### src/rtl/cpe_adder_arbiter_if.sv
// Request/response handshakes for both clients plus the shared adder datapath port.
interface cpe_adder_arbiter_if #(
  parameter int NBIT  = 7,
  parameter int NCODE = 15
);
  logic             req0_valid;
  logic [NBIT-1:0]  req0_a;
  logic [NBIT-1:0]  req0_b;
  logic             req0_ready;
  logic             rsp0_valid;
  logic [NCODE-1:0] rsp0_code;
  logic             rsp0_err;

  logic             req1_valid;
  logic [NBIT-1:0]  req1_a;
  logic [NBIT-1:0]  req1_b;
  logic             req1_ready;
  logic             rsp1_valid;
  logic [NCODE-1:0] rsp1_code;
  logic             rsp1_err;

  logic [NBIT-1:0]  add_a;
  logic [NBIT-1:0]  add_b;
  logic [NCODE-1:0] add_code;

  modport slave (
    input  req0_valid, req0_a, req0_b, req1_valid, req1_a, req1_b, add_code,
    output req0_ready, rsp0_valid, rsp0_code, rsp0_err,
           req1_ready, rsp1_valid, rsp1_code, rsp1_err, add_a, add_b
  );

  modport master (
    output req0_valid, req0_a, req0_b, req1_valid, req1_a, req1_b, add_code,
    input  req0_ready, rsp0_valid, rsp0_code, rsp0_err,
           req1_ready, rsp1_valid, rsp1_code, rsp1_err, add_a, add_b
  );
endinterface

### src/rtl/cpe_adder_arbiter.sv
// Round-robin arbiter sharing one CPE-protected adder between two clients;
// checks each returned codeword and keeps a saturating error count.
module cpe_adder_arbiter #(
  parameter int NBIT   = 7,
  parameter int NCODE  = 15,
  parameter int LAT    = 1,
  parameter int ECNT_W = 8
) (
  input  logic              clk,
  input  logic              rst,
  cpe_adder_arbiter_if.slave bus,
  output logic              busy,
  output logic [ECNT_W-1:0] err_count
);
  localparam int CNT_W = (LAT > 1) ? $clog2(LAT) : 1;

  typedef enum logic [1:0] {IDLE = 2'd0, WAIT = 2'd1, RESP = 2'd2} state_t;

  state_t           state, state_nxt;
  logic             last_grant, grant, grant_r, accept;
  logic [CNT_W-1:0] cnt;
  logic [NBIT-1:0]  add_a_r, add_b_r, sum, s;
  logic [NCODE-NBIT-1:0] par;
  logic             err_now, err_r;
  logic [NCODE-1:0] code0_r, code1_r;
  logic             err0_r, err1_r;

  // Contention goes to whoever was not served last; a lone request wins outright.
  always_comb begin
    grant = 1'b0;
    if (bus.req0_valid && bus.req1_valid) grant = ~last_grant;
    else if (bus.req1_valid)              grant = 1'b1;
    accept = (state == IDLE) && (bus.req0_valid || bus.req1_valid);
  end

  always_comb begin
    state_nxt = state;
    case (state)
      IDLE:    if (accept) state_nxt = WAIT;
      WAIT:    if (cnt == '0) state_nxt = RESP;
      RESP:    state_nxt = IDLE;
      default: state_nxt = IDLE;
    endcase
  end

  // Parity rows of the CPE code, plus the golden sum for the data bits.
  always_comb begin
    sum    = add_a_r + add_b_r;
    s      = bus.add_code[NBIT-1:0];
    par[0] = s[0] ^ s[1] ^ s[3];
    par[1] = s[1] ^ s[2] ^ s[4];
    par[2] = s[2] ^ s[3] ^ s[5];
    par[3] = s[3] ^ s[4] ^ s[6];
    par[4] = s[0] ^ s[1] ^ s[3] ^ s[4] ^ s[5];
    par[5] = s[1] ^ s[2] ^ s[4] ^ s[5] ^ s[6];
    par[6] = s[0] ^ s[1] ^ s[2] ^ s[5] ^ s[6];
    par[7] = s[0] ^ s[2] ^ s[6];
    err_now = (bus.add_code[NCODE-1:NBIT] != par) || (s != sum);
  end

  always_ff @(posedge clk or posedge rst) begin
    if (rst) begin
      state      <= IDLE;
      last_grant <= 1'b1;
      grant_r    <= 1'b0;
      cnt        <= '0;
      add_a_r    <= '0;
      add_b_r    <= '0;
      err_r      <= 1'b0;
      code0_r    <= '0;
      code1_r    <= '0;
      err0_r     <= 1'b0;
      err1_r     <= 1'b0;
      err_count  <= '0;
    end else begin
      state <= state_nxt;
      case (state)
        IDLE: begin
          if (accept) begin
            add_a_r    <= grant ? bus.req1_a : bus.req0_a;
            add_b_r    <= grant ? bus.req1_b : bus.req0_b;
            grant_r    <= grant;
            last_grant <= grant;
            cnt        <= CNT_W'(LAT - 1);
          end
        end
        WAIT: begin
          if (cnt == '0) begin
            err_r <= err_now;
            if (grant_r) begin
              code1_r <= bus.add_code;
              err1_r  <= err_now;
            end else begin
              code0_r <= bus.add_code;
              err0_r  <= err_now;
            end
          end else begin
            cnt <= cnt - 1'b1;
          end
        end
        RESP: begin
          if (err_r && (err_count != '1)) err_count <= err_count + 1'b1;
        end
        default: ;
      endcase
    end
  end

  assign busy           = (state != IDLE);
  assign bus.req0_ready = accept && !grant;
  assign bus.req1_ready = accept && grant;
  assign bus.rsp0_valid = (state == RESP) && !grant_r;
  assign bus.rsp1_valid = (state == RESP) && grant_r;
  assign bus.rsp0_code  = code0_r;
  assign bus.rsp1_code  = code1_r;
  assign bus.rsp0_err   = err0_r;
  assign bus.rsp1_err   = err1_r;
  assign bus.add_a      = add_a_r;
  assign bus.add_b      = add_b_r;
endmodule

### src/flat_wrapper.sv
// flat-port wrapper written by rule: the top's interface ports become plain ports
module cpe_adder_arbiter_flat 
#(
  parameter int NBIT   = 7,
  parameter int NCODE  = 15,
  parameter int LAT    = 1,
  parameter int ECNT_W = 8
)
  (clk, rst, busy, err_count, bus_req0_valid, bus_req0_a, bus_req0_b, bus_req1_valid, bus_req1_a, bus_req1_b, bus_add_code, bus_req0_ready, bus_rsp0_valid, bus_rsp0_code, bus_rsp0_err, bus_req1_ready, bus_rsp1_valid, bus_rsp1_code, bus_rsp1_err, bus_add_a, bus_add_b);
  cpe_adder_arbiter_if #(.NBIT(NBIT), .NCODE(NCODE)) bus_i ();
  input  logic clk;
  input  logic rst;
  output logic busy;
  output logic [ECNT_W-1:0] err_count;
  input wire logic [$bits(bus_i.req0_valid)-1:0] bus_req0_valid;
  input wire logic [$bits(bus_i.req0_a)-1:0] bus_req0_a;
  input wire logic [$bits(bus_i.req0_b)-1:0] bus_req0_b;
  input wire logic [$bits(bus_i.req1_valid)-1:0] bus_req1_valid;
  input wire logic [$bits(bus_i.req1_a)-1:0] bus_req1_a;
  input wire logic [$bits(bus_i.req1_b)-1:0] bus_req1_b;
  input wire logic [$bits(bus_i.add_code)-1:0] bus_add_code;
  output wire logic [$bits(bus_i.req0_ready)-1:0] bus_req0_ready;
  output wire logic [$bits(bus_i.rsp0_valid)-1:0] bus_rsp0_valid;
  output wire logic [$bits(bus_i.rsp0_code)-1:0] bus_rsp0_code;
  output wire logic [$bits(bus_i.rsp0_err)-1:0] bus_rsp0_err;
  output wire logic [$bits(bus_i.req1_ready)-1:0] bus_req1_ready;
  output wire logic [$bits(bus_i.rsp1_valid)-1:0] bus_rsp1_valid;
  output wire logic [$bits(bus_i.rsp1_code)-1:0] bus_rsp1_code;
  output wire logic [$bits(bus_i.rsp1_err)-1:0] bus_rsp1_err;
  output wire logic [$bits(bus_i.add_a)-1:0] bus_add_a;
  output wire logic [$bits(bus_i.add_b)-1:0] bus_add_b;
  assign bus_i.req0_valid = bus_req0_valid;
  assign bus_i.req0_a = bus_req0_a;
  assign bus_i.req0_b = bus_req0_b;
  assign bus_i.req1_valid = bus_req1_valid;
  assign bus_i.req1_a = bus_req1_a;
  assign bus_i.req1_b = bus_req1_b;
  assign bus_i.add_code = bus_add_code;
  assign bus_req0_ready = bus_i.req0_ready;
  assign bus_rsp0_valid = bus_i.rsp0_valid;
  assign bus_rsp0_code = bus_i.rsp0_code;
  assign bus_rsp0_err = bus_i.rsp0_err;
  assign bus_req1_ready = bus_i.req1_ready;
  assign bus_rsp1_valid = bus_i.rsp1_valid;
  assign bus_rsp1_code = bus_i.rsp1_code;
  assign bus_rsp1_err = bus_i.rsp1_err;
  assign bus_add_a = bus_i.add_a;
  assign bus_add_b = bus_i.add_b;
  cpe_adder_arbiter #(.NBIT(NBIT), .NCODE(NCODE), .LAT(LAT), .ECNT_W(ECNT_W)) u_core (.clk(clk), .rst(rst), .bus(bus_i), .busy(busy), .err_count(err_count));
endmodule
### config.mk
export PLATFORM = sky130hd
export DESIGN_NAME = cpe_adder_arbiter_flat
export DESIGN_NICKNAME = d
export VERILOG_FILES = /design/src/rtl/cpe_adder_arbiter_if.sv /design/src/rtl/cpe_adder_arbiter.sv /design/src/flat_wrapper.sv
export SDC_FILE = /design/constraint.sdc
export NUM_CORES = 1
export LEC_CHECK = 0
export CAP_MARGIN = 5
export CORE_ASPECT_RATIO = 0.7
export CORE_MARGIN = 4
export CORE_UTILIZATION = 42
export DETAILED_ROUTE_END_ITERATION = 10
export GPL_TIMING_DRIVEN = 0
export PLACE_DENSITY = 0.76
export SYNTH_ARGS = -nofsm -noshare
export SYNTH_HDL_FRONTEND = slang
export SYNTH_SLANG_ARGS = --single-unit
### constraint.sdc
create_clock -name clk -period 2.44 [get_ports clk]
set_input_delay 0.366 -clock clk [delete_from_list [all_inputs] [get_ports clk]]
set_output_delay 0.366 -clock clk [all_outputs]
set_load 0.05 [all_outputs]
After elaboration in Yosys (flattened, before gate mapping)
Cells that the tools add are included.
{"block": "totals", "ff_bits": 60, "output_inout_bits": 59, "word_cells": 73}
{"block": "classes", "n_addsub": 3, "n_eq_ne": 7, "muxes": 10, "n_bitwise": 20, "reduce_logical": 21}
{"operator": "$xor 1x1->1", "n": 17}
{"operator": "$mux 7", "n": 2}
{"operator": "$reduce_and 2->1", "n": 5}
{"operator": "$add 8x1->8 const B", "n": 1}
{"operator": "$ne 8x8->1", "n": 1}
{"operator": "$ne 8x8->1 const B", "n": 1}
{"operator": "$add 7x7->7", "n": 1}
{"operator": "$logic_and 1x1->1", "n": 7}
{"operator": "$ne 7x7->1", "n": 1}
{"operator": "$reduce_and 3->1", "n": 2}
{"operator": "$mux 1", "n": 4}
{"operator": "$mux 2", "n": 2}
{"operator": "$pmux 2 s2", "n": 1}
{"operator": "$reduce_bool 2->1", "n": 2}
{"operator": "$not 1->1", "n": 3}
{"operator": "$eq 2x1->1 const B", "n": 1}
{"operator": "$eq 2x2->1 const B", "n": 1}
{"operator": "$logic_not 1->1", "n": 2}
{"operator": "$logic_not 2->1", "n": 1}
{"operator": "$logic_or 1x1->1", "n": 2}
{"operator": "$ne 2x1->1 const B", "n": 1}
{"operator": "$ne 2x2->1 const B", "n": 1}
{"operator": "$pmux 1 s2", "n": 1}
{"operator": "$sub 1x1->1 const B", "n": 1}

Logic depth before layout (Yosys ltp)
Gate-level depths: netlist of run 1.
{"block": "logic_depth", "ltp_word": 6, "mapped_depth": 8, "ltp_nobuf": 8}

Worst setup path after synthesis of run 1
Ideal clock, no wire load.
{"block": "synth_path", "path_kind": "reg2reg", "from": "reg u_core.add_b_r[0] (netlist: u_core.bus.add_b[0])", "to": "reg u_core.err1_r (netlist: u_core.bus.rsp1_err)", "setup_time_ns": 0.136, "arrival_ns": 2.178, "required_time_ns": 2.304, "setup_slack_ns": 0.126, "stages_incl_launch_ff": 9, "path_buffers": 0, "synth_period_minus_slack_ns": 2.314, "path_cell_list": "dfrtp_1 -> ha_1 -> fa_1 -> a21o_1 -> a21oi_1 -> o21ai_0 -> xnor2_1 -> a211oi_1 -> a21oi_1"}
{"block": "synth_between", "elab_chain_cells": 3}
{"item": "start: declaration", "line_no": "cpe_adder_arbiter.sv:22", "rtl": "logic [NBIT-1:0] add_a_r, add_b_r, sum, s;"}
{"item": "start signal: assignment", "line_no": "cpe_adder_arbiter.sv:81", "rtl": "add_b_r <= grant ? bus.req1_b : bus.req0_b;"}
{"item": "$add 7x7->7", "line_no": "cpe_adder_arbiter.sv:48", "rtl": "sum = add_a_r + add_b_r;"}
{"item": "$ne 7x7->1", "line_no": "cpe_adder_arbiter.sv:58", "rtl": "err_now = (bus.add_code[NCODE-1:NBIT] != par) || (s != sum);"}
{"item": "$logic_or 1x1->1", "line_no": "cpe_adder_arbiter.sv:58"}
{"item": "end signal: assignment", "line_no": "cpe_adder_arbiter.sv:92", "rtl": "err1_r <= err_now;"}
{"item": "end: declaration", "line_no": "cpe_adder_arbiter.sv:26", "rtl": "logic err0_r, err1_r;"}
Every way passes these cells.
A chain may end at the register's enable or synchronous reset.

Worst setup path in the final report of run 1
{"block": "layout_path", "from": "reg u_core.state[0]", "to": "out bus_req1_ready"}
{"block": "layout_between", "elab_chain_cells": 3}
{"item": "start: declaration", "line_no": "cpe_adder_arbiter.sv:19", "rtl": "state_t state, state_nxt;"}
{"item": "start signal: assignment", "line_no": "cpe_adder_arbiter.sv:76", "rtl": "state <= state_nxt;"}
{"item": "$logic_not 2->1", "line_no": "cpe_adder_arbiter.sv:33", "rtl": "accept = (state == IDLE) && (bus.req0_valid || bus.req1_valid);"}
{"item": "$logic_and 1x1->1", "line_no": "cpe_adder_arbiter.sv:33"}
{"item": "$logic_and 1x1->1", "line_no": "cpe_adder_arbiter.sv:111", "rtl": "assign bus.req1_ready = accept && grant;"}
{"item": "end: declaration", "line_no": "flat_wrapper.sv:26", "rtl": "output wire logic [$bits(bus_i.req1_ready)-1:0] bus_req1_ready;"}
Every way passes these cells.

==> reports/qor.yml, run 1 <==
grt_pass1_vias: 2267
initial_core_util: 0.4456
fp.dieArea_um2: 8189
drtPass1Iterations: 5
clk_latency_ns: 0.33
synthFlopType: "dfrtp_1"
synth_enable_flop_cells: 0
finalWorstSetupSlack_ns: 0.1167
placed_cell_area_um2: 4005
hold_class: "in2reg"
skew_ns: 0.005162
drv_cap: 0
end_kind: "output port"
io_buffers: 102
place.gp.congestion: 0.7851
hold_viol: 0
dp_slack_ns: -0.5658
worstSetupPathType: "reg2out"
rsz0062_at_grt: "no"
ys_ff_latch: 59
areaGrowthSynthToFinish_pct: 46.75
track_usage: 0.1785
finalHoldWorstSlack_ns: 0.3427
cts_root_buffer: "clkbuf_8"
syn_inst: 233
die_y_um: 76.93
ys_seq_area_frac: 0.5184
drt_iter0_drc: 139
utilization: 0.6540
async_flop_share: 1.000
path_max_fanout: 10
tightest_slew_ns: 0.7042
grt_max_degree: 35
vias: 2226
leakage_nw: 1.810
register_area_um2: 1478
via_per_inst: 5.048
vdd_ir_drop_max_mv: 0.8537
startpoint_type: "flop"
rows: 24
final_max_slew_viol_count: 0
multi_input_area_um2: 1251
antenna_found_initial: 0
clock-sinks: 59
final_area_um2: 4183
drtAntennaViolNets: 0
cts_buffer_depth: 2
yosysUniqueCellTypes: 37
postCtsSetupRepairBufs: 0
worstPathArrival_ns: 1.96
max_slew_margin: 0.5298
htree_levels: 3
cts-hold-fix-buffers: 0
netlist_area_um2: 2850
die_w_um: 106.5
fin_crit_ns: 2.323
diodes: 0
final_nets: 401
syn_avg_cell_area_um2: 12.23
grt-ovfl-total: 0
n_fill_cell: 539
required_ns: 2.07
drive_gt1_frac: 0.1857
p_per_area_nw_per_um2: 1610
cts_tree: "built"
core_area_um2: 6396
routed_wl_um: 7096
yosysWarnings: 0
ios: 106
grt_pass1_wl_um: 11250
timing.fmax_ghz: 0.4304
outcome: "finished clean"
synth_fp_nets: 288
setup_viol: 0
avgRoutedWirePerCell_um: 16.09
post-route-drc-count: 0
cts_made_buffers: 9
clk_pin_slew_worst_paths_ns: 0.06
dpl.hpwl_um: 5630
finalCritPeriodShare: 0.9522
==> cell usage after synthesis (4+ instances only) <==
cell,number,area [µm²]
a21oi_1,6,30.03
a222oi_1,14,140.1
and3_1,8,50.05
buf_2,5,25.02
clkbuf_1,5,18.77
dfrtp_1,58,1451
ha_1,7,87.58
inv_1,18,67.56
mux2_2,31,349.1
nand2_1,8,30.03
nor2_1,4,15.01
nor3_1,4,20.02
o21ai_0,4,20.02
xnor2_1,27,236.5
xor2_1,6,52.55
==> kinds of logic (layout without fill, tap and decap cells) <==
| logic type | Yosys count | after routing | synth area share |
|---|---|---|---|
| compound gates | 36 | 36 | 0.09833 |
| fa+ha+maj | 8 | 8 | 0.03775 |
| flops | 59 | 59 | 0.5184 |
| mux | 31 | 31 | 0.1225 |
| simple gates | 36 | 36 | 0.07199 |
| xor+xnor | 34 | 34 | 0.1071 |
| buf+inv | 29 | 146 | 0.04389 |
==> cell type report <==
| type | instances | share of cell area |
|---|---|---|
| clock buffer | 13 | 0.04038 |
| buffer | 10 | 0.01346 |
| timing repair buffer | 103 | 0.2480 |
| sequential | 59 | 0.3533 |
| clock inverter | 2 | 0.002393 |
| multi-input combinational | 145 | 0.2991 |
| inverter | 18 | 0.01615 |
| tap | 91 | 0.02722 |
==> placed cells by master, fill, tap and decap left out, types with 2 or more instances in the layout <==
cell type        netlist  final
clkdlybuf4s50_1        0    100
dfrtp_1               58     58
mux2_2                31     31
xnor2_1               27     27
inv_1                 18     17
a222oi_1              14     14
clkbuf_8               1     13
nand2_1                8      8
and3_1                 8      7
ha_1                   7      7
xor2_1                 6      6
buf_2                  5      6
a21oi_1                6      6
o21ai_0                4      4
nor3_1                 4      4
a31oi_1                3      3
clkbuf_1               5      3
nor2_1                 4      3
a21o_1                 3      3
nand4_1                2      2
nor2b_1                2      2
clkbuf_2               0      2
and3_2                 1      2
clkinv_2               0      2
==> what timing repair did <==
item	CTS	global route
hold endpoints to repair	0	0
endpoints found under the setup margin	2	2
pin swaps	0	0
gates resized for setup	9	3
==> state kept, by name, summed over array words and instances, names as in the netlist <==
register,count
u_core.state,2
u_core.err_r,1
u_core.grant_r,1
u_core.bus.add_b,7
u_core.bus.rsp1_code,15
u_core.err_count,8
u_core.bus.rsp0_err,1
u_core.last_grant,1
u_core.bus.rsp0_code,15
u_core.bus.rsp1_err,1
u_core.bus.add_a,7
==> worst max-delay path: stages (launching register included) <==
cell	delay, ns
dfrtp_1	0.41
nor2_1	0.21
and3_2	0.34
clkbuf_2	0.26
clkdlybuf4s15_2	0.41
==> final timing paths <==
path                            slack, ns  depth (start not counted)           startpoint                       to
worst max-delay path                 0.12                          4      u_core.state[0]           bus_req1_ready
worst min-delay path                 0.34                          2      bus_add_code[3]  u_core.bus.rsp1_code[3]
worst max register to register       0.22                          8  u_core.bus.add_b[0]      u_core.bus.rsp0_err
worst min register to register       0.50                          1  u_core.err_count[6]      u_core.err_count[6]
max in group asynchronous            1.38                          3                  rst  u_core.bus.rsp0_code[3]
min in group asynchronous            0.47                          2                  rst      u_core.err_count[4]
==> through the flow <==
step | TNS [ns] | std cells | total power, W
6_report | 0 | 441 | 0.006733
5_1_grt | 0 | 441 | 0.007117
4_1_cts | 0 | 441 | 0.006803
3_5_place_dp | -1.062 | 427 | 0.005984
3_3_place_gp | -24.08 | 426 | 0.005904
2_1_floorplan | 0 | 233 | 0.004634
==> layer usage <==
layer,part of all wire,routed length [µm],global-route usage,vias to the layer above
met5,0,0,0,-
met4,0.0070,50,0.05364,0
met3,0.093,661,0.07802,4
met2,0.45,3180,0.2718,91
met1,0.45,3204,0.2312,1063
li1,-,-,-,1068
==> report_power, final <==
| part | switching (W) | internal [W] | leakage [nW] |
|---|---|---|---|
| Sequential | 0.000331 | 0.00144 | 0.701 |
| Combinational | 0.00257 | 0.00160 | 1.01 |
| Clock | 0.000347 | 0.000443 | 0.0953 |
| Total | 0.00325 | 0.00348 | 1.81 |
(Power assumes the default switching activity.)
==> run 2: changes to the inputs <==
--- a/config.mk
+++ b/config.mk
@@ -8,10 +8,10 @@
 export CAP_MARGIN = 5
 export CORE_ASPECT_RATIO = 0.7
 export CORE_MARGIN = 4
-export CORE_UTILIZATION = 42
+export CORE_UTILIZATION = 44
 export DETAILED_ROUTE_END_ITERATION = 10
 export GPL_TIMING_DRIVEN = 0
-export PLACE_DENSITY = 0.76
+export PLACE_DENSITY = 0.8
 export SYNTH_ARGS = -nofsm -noshare
 export SYNTH_HDL_FRONTEND = slang
 export SYNTH_SLANG_ARGS = --single-unit
==> run 2 against run 1 <==
  * Register-to-register slack better by 0.02 ns
  * Count of clock-buffer cells in the layout down 2
  * Flip-flop and latch count unchanged
  * Clock skew up 0.00055 ns
  * Critical endpoint unchanged
  * Cell area up 1.3%
  * Sequential power about the same
  * Combinational power about the same
  * Worst hold slack worse by 0.0087 ns
  * Core utilization up 2.5 points
  * Final cell count down 2.5%
  * Critical path depth up 1
==> reports/qor.yml, run 2 (synthesis results as in run 1) <==
switching_share: 0.4673  # was 0.4828
place.gp.congestion: 0.7757  # was 0.7851
postCtsSetupRepairBufs: 0  # unchanged
tightest_slew_ns: 0.8013  # was 0.7042 ns
areaGrowthSynthToFinish_pct: 48.68  # was 46.75%
routed_wl_um: 7069  # was 7096 µm
placed_cell_area_um2: 3996  # was 4005 µm²
htree_levels: 3  # unchanged
clk_pin_slew_worst_paths_ns: 0.07  # was 0.06 ns
skew_ns: 0.005713  # was 0.005162 ns
slowest_delay_ns: 0.40  # was 0.41 ns
drv_cap: 0  # unchanged
fin_crit_ns: 2.266  # was 2.323 ns
avgRoutedWirePerCell_um: 16.44  # was 16.09 µm
final_area_um2: 4238  # was 4183 µm²
p_total_w: 0.007031  # was 0.006733 W
die_w_um: 104.2  # was 106.5 µm
final_nets: 402  # was 401
drt_iter0_drc: 126  # was 139
clk_latency_ns: 0.33  # about the same
dp.cells: 414  # was 427
path_max_fanout: 10  # unchanged
timing.critical_path.buf_inv: 3  # was 2
grt_max_degree: 37  # was 35
grt-ovfl-total: 0  # unchanged
required_ns: 2.07  # about the same
p_clk_frac: 0.153  # was 0.117
diodes: 0  # unchanged
grt_pass1_wl_um: 11310  # was 11250 µm
hold_class: "in2reg"  # unchanged
grt_pass1_vias: 2350  # was 2267
drive_gt1_frac: 0.1903  # was 0.1857
clock-sinks: 59  # unchanged
initial_core_util: 0.4563  # was 0.4456
ios: 106  # unchanged
finalNonFillerCells: 430  # was 441
drtAntennaViolNets: 0  # unchanged
dp_slack_ns: -0.5619  # was -0.5658 ns
cts_tree: "built"  # unchanged
post-route-drc-count: 0  # unchanged
cp_top_family: "buffers and inverters"  # unchanged
rsz0062_at_grt: "no"  # unchanged
vdd_ir_drop_max_mv: 1.015  # was 0.8537 mV
internal_power_w: 0.003746  # was 0.003482 W
finalHoldWorstSlack_ns: 0.3340  # was 0.3427 ns
end_kind: "output port"  # unchanged
cts_made_buffers: 9  # unchanged
drtPass1Iterations: 5  # unchanged
via_per_inst: 5.247  # was 5.048
core_area_um2: 6246  # was 6396 µm²
startpoint_type: "flop"  # unchanged
p_per_area_nw_per_um2: 1659  # was 1610 nW/µm²
p_comb_frac: 0.595  # was 0.620
cts_root_buffer: "clkbuf_8"  # unchanged
hold_viol: 0  # unchanged
max_slew_margin: 0.4650  # was 0.5298
outcome: "finished clean"  # unchanged
leakage_nw: 1.848  # was 1.810 nW
p_sw_w: 0.003286  # was 0.003251 W
io_buffers: 102  # unchanged
vias: 2256  # was 2226
cts-hold-fix-buffers: 0  # unchanged
dpl.hpwl_um: 5462  # was 5630 µm
rows: 24  # unchanged
timing.fmax_ghz: 0.4412  # was 0.4304 GHz
fp.dieArea_um2: 7850  # was 8189 µm²
path_common_cell: "clkbuf_2"
hold_path.startpoint: "bus_add_code[3]"  # unchanged
crit_start: "u_core.state[0]"  # unchanged
die_y_um: 75.34  # was 76.93 µm
final_max_slew_viol_count: 0  # unchanged
timing.rr.start: "u_core.bus.add_b[0]"  # unchanged
antenna_found_initial: 0  # unchanged
crit_chain: "nor2_1 -> and3_1 -> clkbuf_2 -> clkbuf_2 -> buf_2"  # was nor2_1 -> and3_2 -> clkbuf_2 -> clkdlybuf4s15_2
setup_viol: 0  # unchanged
final_cell_mix: "clkdlybuf4s50_1, dfrtp_1, mux2_2"  # unchanged
seqPwrFrac: 0.252  # was 0.263
finalCritPeriodShare: 0.9289  # was 0.9522
worstSetupPathType: "reg2out"  # unchanged
cts_buffer_depth: 2  # unchanged
slowest_stage: "dfrtp_1"  # unchanged
worstPathArrival_ns: 1.90  # was 1.96 ns
track_usage: 0.1870  # was 0.1785
finalWorstSetupSlack_ns: 0.1736  # was 0.1167 ns
final_common_cell: "clkdlybuf4s50_1"  # unchanged
## run 2: timing repair
action,4_1_cts,5_1_grt
gates resized for setup,9,6
pin swaps,0,0
setup endpoints to repair,2,5
## run 2: power by group through the flow
stage               Sequential (W)  Clock (W)  Combinational [W]
finish                     0.00177    0.00108            0.00418
global route               0.00184    0.00115            0.00444
CTS                        0.00178    0.00111            0.00421
detailed placement         0.00179          0            0.00419
global placement           0.00177          0            0.00412
floorplan                  0.00317          0            0.00146
## run 2: metal layers
metal	vias up	wire [µm]	GRT usage
met2	88	3191	0.2988
met3	10	643	0.08806
met1	1098	3152	0.2328
met5	-	0	0
met4	0	82	0.05310
li1	1060	-	-
## run 2: final timing paths
path / slack [ns] / to / depth (start not counted)
max reg2reg: 0.24 / u_core.bus.rsp0_err / 8
max: 0.17 / bus_req1_ready / 5
min reg2reg: 0.50 / u_core.err_count[4] / 1
min in group asynchronous: 0.50 / u_core.err_count[3] / 2
min: 0.33 / u_core.bus.rsp1_code[3] / 2
max in group asynchronous: 1.34 / u_core.bus.rsp1_code[6] / 3
## run 2: per-stage QoR
stage / TNS [ns] / utilization
after floorplan: 0 / -
final: 0 / 0.6785
after detailed placement: -1.051 / 0.6398
after global routing: 0 / 0.6785
after global placement: -23.84 / 0.6354
after CTS: 0 / 0.6795
## run 2: layout make-up
cell class                 instances  area, µm²
inverter                          18      67.56
clock inverter                     5      100.1
clock buffer                      11      141.4
multi-input combinational        145       1254
tap                               78      97.59
timing repair buffer             103       1039
buffer                            11      61.31
fill                             493       2008
sequential                        59       1478
## run 2: worst register-to-register path: cells and delay by family (launching register included)
kind / cells / cell delay, ns
xor gates and xnor gates: 1 / 0.13
and+or+nand+nor: 1 / 0.27
adders and majority gates: 2 / 0.63
DFF: 1 / 0.41
AOI/OAI and AO/OA: 4 / 0.64
